[config.mk]
export PLATFORM = sky130hd
export DESIGN_NAME = uart_load_ctrl
export DESIGN_NICKNAME = d
export VERILOG_FILES = /design/src/rtl/uart_load_ctrl_pkg.sv /design/src/rtl/uart_load_ctrl_word_asm.sv /design/src/rtl/uart_load_ctrl.sv
export SDC_FILE = /design/constraint.sdc
export NUM_CORES = 1
export LEC_CHECK = 0
export CAP_MARGIN = 30
export CORE_AREA = 3 3 101 103
export DETAILED_ROUTE_END_ITERATION = 10
export DIE_AREA = 0 0 104 106
export PLACE_DENSITY = 0.91
export SLEW_MARGIN = 20
export SYNTH_ARGS = -nofsm -noshare
export SYNTH_HDL_FRONTEND = slang
export SYNTH_HIERARCHICAL = 1
export SYNTH_SLANG_ARGS = --single-unit
export TNS_END_PERCENT = 30
[constraint.sdc]
create_clock -name clk -period 3.9 [get_ports clk]
set_input_delay 0.585 -clock clk [delete_from_list [all_inputs] [get_ports clk]]
set_output_delay 0.585 -clock clk [all_outputs]
set_load 0.01 [all_outputs]
[src/rtl/uart_load_ctrl_pkg.sv]
// Shared definitions for the UART memory loader: data width, default memory
// depth and the loader FSM state encodings.
package uart_load_ctrl_pkg;

  localparam int unsigned ISA_WIDTH      = 32;
  // Default word-address width of each memory.
  localparam int unsigned ROM_DEPTH_DEF  = 14;

  localparam int unsigned UL_STATE_WIDTH = 2;
  localparam logic [UL_STATE_WIDTH-1:0] UL_IDLE = 2'd0;
  localparam logic [UL_STATE_WIDTH-1:0] UL_REQ  = 2'd1;
  localparam logic [UL_STATE_WIDTH-1:0] UL_LOAD = 2'd2;
  localparam logic [UL_STATE_WIDTH-1:0] UL_DONE = 2'd3;

endpackage

[src/rtl/uart_load_ctrl_word_asm.sv]
// uart_word_assembler: packs received bytes little-endian into 32-bit words.
//   clk, rst_n  : clock, async active-low reset
//   clear       : restart at lane 0 (start of a new load)
//   byte_en     : accept byte_in into the current lane
//   word_ready  : one-cycle pulse, word holds the completed word
//   resid_ok_c  : (UART_LOAD_CHECKSUM_EN only) residual is exactly one byte
//                 equal to the XOR of all bytes of completed words
module uart_word_assembler
  import uart_load_ctrl_pkg::*;
(
  input  logic                 clk,
  input  logic                 rst_n,
  input  logic                 clear,
  input  logic                 byte_en,
  input  logic [7:0]           byte_in,
  output logic                 word_ready,
  output logic [ISA_WIDTH-1:0] word
`ifdef UART_LOAD_CHECKSUM_EN
  ,
  output logic                 resid_ok_c
`endif
);

  logic [1:0]           lane_q;
  logic [ISA_WIDTH-1:0] shift_q;

  // Shift bytes in from the top so that after four bytes lane 0 sits in [7:0].
  always_ff @(posedge clk or negedge rst_n) begin
    if (!rst_n) begin
      lane_q     <= 2'd0;
      shift_q    <= '0;
      word       <= '0;
      word_ready <= 1'b0;
    end else begin
      word_ready <= 1'b0;
      if (clear) begin
        lane_q  <= 2'd0;
        shift_q <= '0;
      end else if (byte_en) begin
        shift_q <= {byte_in, shift_q[ISA_WIDTH-1:8]};
        lane_q  <= lane_q + 2'd1;
        if (lane_q == 2'd3) begin
          word       <= {byte_in, shift_q[ISA_WIDTH-1:8]};
          word_ready <= 1'b1;
        end
      end
    end
  end

`ifdef UART_LOAD_CHECKSUM_EN
  logic [7:0] part_xor_q;
  logic [7:0] data_xor_q;

  // part_xor covers the open word; it folds into data_xor when the word completes.
  always_ff @(posedge clk or negedge rst_n) begin
    if (!rst_n) begin
      part_xor_q <= 8'd0;
      data_xor_q <= 8'd0;
    end else if (clear) begin
      part_xor_q <= 8'd0;
      data_xor_q <= 8'd0;
    end else if (byte_en) begin
      if (lane_q == 2'd3) begin
        data_xor_q <= data_xor_q ^ part_xor_q ^ byte_in;
        part_xor_q <= 8'd0;
      end else begin
        part_xor_q <= part_xor_q ^ byte_in;
      end
    end
  end

  // With one residual byte, part_xor is that byte.
  assign resid_ok_c = (lane_q == 2'd1) && (part_xor_q == data_xor_q);
`endif

endmodule

[src/rtl/uart_load_ctrl.sv]
// uart_load_ctrl: sequences UART reprogramming of instruction/data memory.
// Waits for the pipeline to drain, takes the memories (uart_disable=0), writes
// assembled words to sequential addresses (top address bit selects data memory),
// ends on an idle timeout or a full address space, then pulses pc_reset.
//   uart_req/pipe_idle      : programming request / pipeline drained
//   rx_valid/rx_data        : received byte strobe and data
//   upg_wen/upg_adr/upg_dat : memory write port
//   uart_disable, pc_reset  : handshake toward instruction memory and PC
//   loading, load_err, word_cnt : status
// Optional macro UART_LOAD_CHECKSUM_EN: trailing XOR checksum byte, load_err.
module uart_load_ctrl
  import uart_load_ctrl_pkg::*;
#(
  parameter int unsigned ROM_DEPTH      = ROM_DEPTH_DEF,
  parameter int unsigned TIMEOUT_CYCLES = 1000000,
  parameter int unsigned CNT_W          = 20
) (
  input  logic                 clk,
  input  logic                 rst_n,
  input  logic                 uart_req,
  input  logic                 pipe_idle,
  input  logic                 rx_valid,
  input  logic [7:0]           rx_data,
  output logic                 uart_disable,
  output logic                 upg_wen,
  output logic [ROM_DEPTH:0]   upg_adr,
  output logic [ISA_WIDTH-1:0] upg_dat,
  output logic                 pc_reset,
  output logic                 loading,
  output logic                 load_err,
  output logic [ROM_DEPTH+1:0] word_cnt
);

  localparam int unsigned       ADR_W    = ROM_DEPTH + 1;
  localparam int unsigned       WC_W     = ROM_DEPTH + 2;
  localparam logic [ADR_W-1:0]  ADR_MAX  = '1;
  localparam logic [CNT_W-1:0]  TMO_LAST = CNT_W'(TIMEOUT_CYCLES - 1);

  logic [UL_STATE_WIDTH-1:0] state_q;
  logic [UL_STATE_WIDTH-1:0] state_d;
  logic [CNT_W-1:0]          tcnt_q;
  logic                      req_entry;
  logic                      byte_en;
  logic                      full_write;
  logic                      timeout;

  // Next state and per-cycle control decisions.
  always_comb begin
    state_d    = state_q;
    req_entry  = 1'b0;
    full_write = upg_wen && (upg_adr == ADR_MAX);
    byte_en    = 1'b0;
    timeout    = 1'b0;
    case (state_q)
      UL_IDLE: begin
        if (uart_req) begin
          req_entry = 1'b1;
          state_d   = UL_REQ;
        end
      end
      UL_REQ: begin
        if (pipe_idle) state_d = UL_LOAD;
      end
      UL_LOAD: begin
        byte_en = rx_valid && !full_write;
        timeout = !rx_valid && (tcnt_q == TMO_LAST);
        if (full_write || timeout) state_d = UL_DONE;
      end
      UL_DONE: state_d = UL_IDLE;
      default: state_d = UL_IDLE;
    endcase
  end

  // State, handshake outputs, address/word counters and idle timer.
  always_ff @(posedge clk or negedge rst_n) begin
    if (!rst_n) begin
      state_q      <= UL_IDLE;
      uart_disable <= 1'b1;
      loading      <= 1'b0;
      pc_reset     <= 1'b0;
      upg_adr      <= '0;
      word_cnt     <= '0;
      tcnt_q       <= '0;
    end else begin
      state_q      <= state_d;
      uart_disable <= (state_d != UL_LOAD);
      loading      <= (state_d == UL_REQ) || (state_d == UL_LOAD);
      pc_reset     <= (state_d == UL_DONE);
      if (req_entry) begin
        upg_adr  <= '0;
        word_cnt <= '0;
        tcnt_q   <= '0;
      end else begin
        // The address saturates at the last word; the load ends there.
        if (upg_wen) begin
          word_cnt <= word_cnt + WC_W'(1);
          if (!full_write) upg_adr <= upg_adr + ADR_W'(1);
        end
        if (state_q == UL_LOAD) tcnt_q <= rx_valid ? '0 : tcnt_q + CNT_W'(1);
      end
    end
  end

`ifdef UART_LOAD_CHECKSUM_EN
  logic resid_ok_c;

  // Sticky per load; only a timeout (not a full memory) checks the residual.
  always_ff @(posedge clk or negedge rst_n) begin
    if (!rst_n)                     load_err <= 1'b0;
    else if (req_entry)             load_err <= 1'b0;
    else if (timeout && !resid_ok_c) load_err <= 1'b1;
  end
`else
  assign load_err = 1'b0;
`endif

  uart_word_assembler u_asm (
    .clk        (clk),
    .rst_n      (rst_n),
    .clear      (req_entry),
    .byte_en    (byte_en),
    .byte_in    (rx_data),
    .word_ready (upg_wen),
    .word       (upg_dat)
`ifdef UART_LOAD_CHECKSUM_EN
    ,
    .resid_ok_c (resid_ok_c)
`endif
  );

endmodule

==> results.tsv <==
metric	value	unit
status	completed	
post-layout net count	571	
reg2reg path depth	7	
initial drt markers	487	
core footprint	9280	sq um
GRT Total Usage	23.7	%
CP Max Fanout	33	
LEAKAGE	3.06	nW
Final WS setup	1.15	ns
via count	4176	
crit path kind	reg2reg	
# hold bufs at CTS	0	
Root Driver	clkbuf_8	
first-pass GRT wire length	21.1	mm
Placement Setup Slack	1.11	ns
WHS	0.129	ns
max-slew violation count	0	
Critical Path RT	4.30	ns
Layout Cells excl Fill	694	
post-CTS setup buffer count	0	
# resized after CTS	0	
Initial Utilization	58.7	%
worst hold-check path type	in2async	
number of global-route vias before repair	4238	
Clock Skew	0.00741	ns
Util after Layout	73.4	%
routed vias/inst	6.02	
Worst Max-Slew Pin Slew	0.931	ns
TritonRoute pass-1 iters	5	
deepest clock path buffer count	2	
DRT antenna net count	0	
power per cell area	502	nW/um^2
Final period util	70.4	%
PortBufs	79	
die width	104	um
fill cell count	600	
ys flop type	dfrtp_1	
routability cong.	0.888	
number of synthesized flops with an enable pin	0	
CTS tree	built	
global route overflow	0	
largest net degree at the start of global routing	61	
Fin Setup TNS	0	ns
Synth Register Bits	115	
crit start category	flip-flop	
CP arrival	3.15	ns
CTS sink cnt	115	
WL final	12.5	mm
synthesized area	5450	sq um
asr flop ratio synth	100	%
I/O pins	81	
number of diodes	0	
Area Overhead vs Synth	25.0	%
Period minus WS final	2.75	ns
GR Util met2	38.9	%
HPWL after detailed placement	7.80	mm
post-synthesis sequential area ratio	52.8	%
Yosys warnings	6	
CP Capture Type	flip-flop	
met3 usage	5.83	%
CTS Buf Count	17	
met1 GRT Util	30.9	%
post-synth net total	496	
MaxCap Viol Count	0	
share of cells above drive strength 1	14.7	%
WL/cell	18.0	um
Hold Vio Cnt, Final	0	
Fmax	364	MHz
syn_area_per_cell	11.4	sq um
row count	35	
Die Ht	106	um
Final setup viols	0	
die area	11000	sq um
Peak supply drop	0.000369	V
Slew HR	37.7	%
initial antenna violation count	0	
drc violations	0	
H-Tree Depth	4	
clock latency on the worst-skew pair	0.52	ns
unrepaired setup endpoints after global routing	false	
clock-pin slew on the worst setup and hold paths	0.06	ns
GR peak layer	met2	
post-placement cell count	662	
Netlist cell types	59	
Syn Inst Count	477	
-- synthesized netlist by cell type, types with 6 or more instances --
cell	instances	area share (%)
a21oi_1	17	1.6
a31oi_1	6	0.69
and3_1	6	0.69
and4_1	6	0.96
buf_2	8	0.73
buf_4	6	0.83
buf_6	6	1.2
dfrtp_1	114	52
ha_1	6	1.4
inv_1	11	0.76
mux2_4	29	8.0
mux2i_1	28	5.1
nand2_1	26	1.8
nand3_1	19	1.7
nand4_1	14	1.6
nor2_1	52	3.6
nor3_1	9	0.83
o21ai_0	24	2.2
o31ai_1	7	0.96
xnor2_1	9	1.4
xor2_1	6	0.96
-- sequential cells by signal, indices dropped and copies added (netlist names) --
register,flops
word_cnt,16
pc_reset,1
uart_disable,1
u_asm/lane_q,2
u_asm/shift_q,24
upg_adr,15
state_q,2
loading,1
u_asm/word,32
tcnt_q,20
u_asm/word_ready,1
-- final timing paths --
kind	startpoint	endpoint	slack [ns]
min in group clk	u_asm/word[0]$_DFFE_PN0P_	u_asm/word[0]$_DFFE_PN0P_	0.51
setup / recovery	upg_adr[1]$_DFFE_PN0P_	u_asm/word[29]$_DFFE_PN0P_	1.15
hold reg to reg	u_asm/word[0]$_DFFE_PN0P_	u_asm/word[0]$_DFFE_PN0P_	0.51
setup reg to reg	upg_adr[1]$_DFFE_PN0P_	u_asm/word[29]$_DFFE_PN0P_	1.15
hold / removal	rst_n	loading$_DFF_PN0_	0.13
max in group asynchronous	rst_n	u_asm/shift_q[23]$_DFFE_PN0P_	2.99
-- per-stage QoR --
step,instance area [sq um],total power (W)
6_report,6810,0.00342
5_1_grt,6810,0.00356
3_5_place_dp,6250,0.00195
2_1_floorplan,5450,0.00177
3_3_place_gp,6250,0.00192
4_1_cts,6810,0.00344
-- layout by cell type (no fill, tap or decap), types with 5 or more instances in the layout --
master           synthesis  routed
nand2_1                 26      26
clkdlybuf4s50_1          0      78
clkbuf_16                0      16
mux2i_1                 28      28
and3_1                   6       6
xnor2_1                  9       9
and4_1                   6       6
mux2_4                  29      29
a21oi_1                 17      17
nor3_1                   9       9
o31ai_1                  7       7
ha_1                     6       6
a31oi_1                  6       6
nand4_1                 14      14
o21ai_0                 24      24
nand3_1                 19      19
nor2_1                  52      52
inv_6                    0       5
xor2_1                   6       6
a41oi_1                  5       5
dfrtp_1                114     114
inv_1                   11      10
-- cell families (layout without fill, tap and decap cells) --
kind of cell    after synthesis  in the layout  share of synthesized area (%)
simple gates                162            162                           15.6
fa+ha+maj                     6              6                           1.38
other cells                   1              1                         0.0688
xor+xnor                     15             15                           2.41
buf+inv                      38            126                           4.29
flops                       115            115                           52.8
mux                          60             60                           13.8
compound gates               80             80                           9.67
-- cell type report --
| cell class | instances | area (sq um) | area share [%] |
|---|---|---|---|
| multi-input cells | 324 | 2340 | 34.3 |
| clock inverters | 15 | 149 | 2.19 |
| well taps | 129 | 161 | 2.37 |
| flip-flops and latches | 115 | 2880 | 42.3 |
| inverters | 11 | 41.3 | 0.606 |
| repair buffers | 83 | 831 | 12.2 |
| clock buffers | 17 | 414 | 6.08 |
-- where the power goes --
group	total, W	internal (W)	switching [W]
clock	0.00147	0.000862	0.000610
combinational	0.000540	0.000228	0.000312
sequential	0.00141	0.00131	0.0000977
total	0.00342	0.00240	0.00102
-- critical path, stage by stage, from the launching register on --
cell      delay, ns
dfrtp_1        0.43
ha_1           0.25
and3_1         0.24
and3_1         0.24
nand3_1        0.14
and4b_2        0.28
nand3b_4       0.50
mux2_4         0.51
-- layer usage --
metal | vias up | wire length [um]
li1 | 1889 | -
met1 | 2074 | 5170
met2 | 195 | 6340
met3 | 18 | 849
met4 | 0 | 152
met5 | - | 0
No activity file was read; power rests on OpenSTA's default activity.
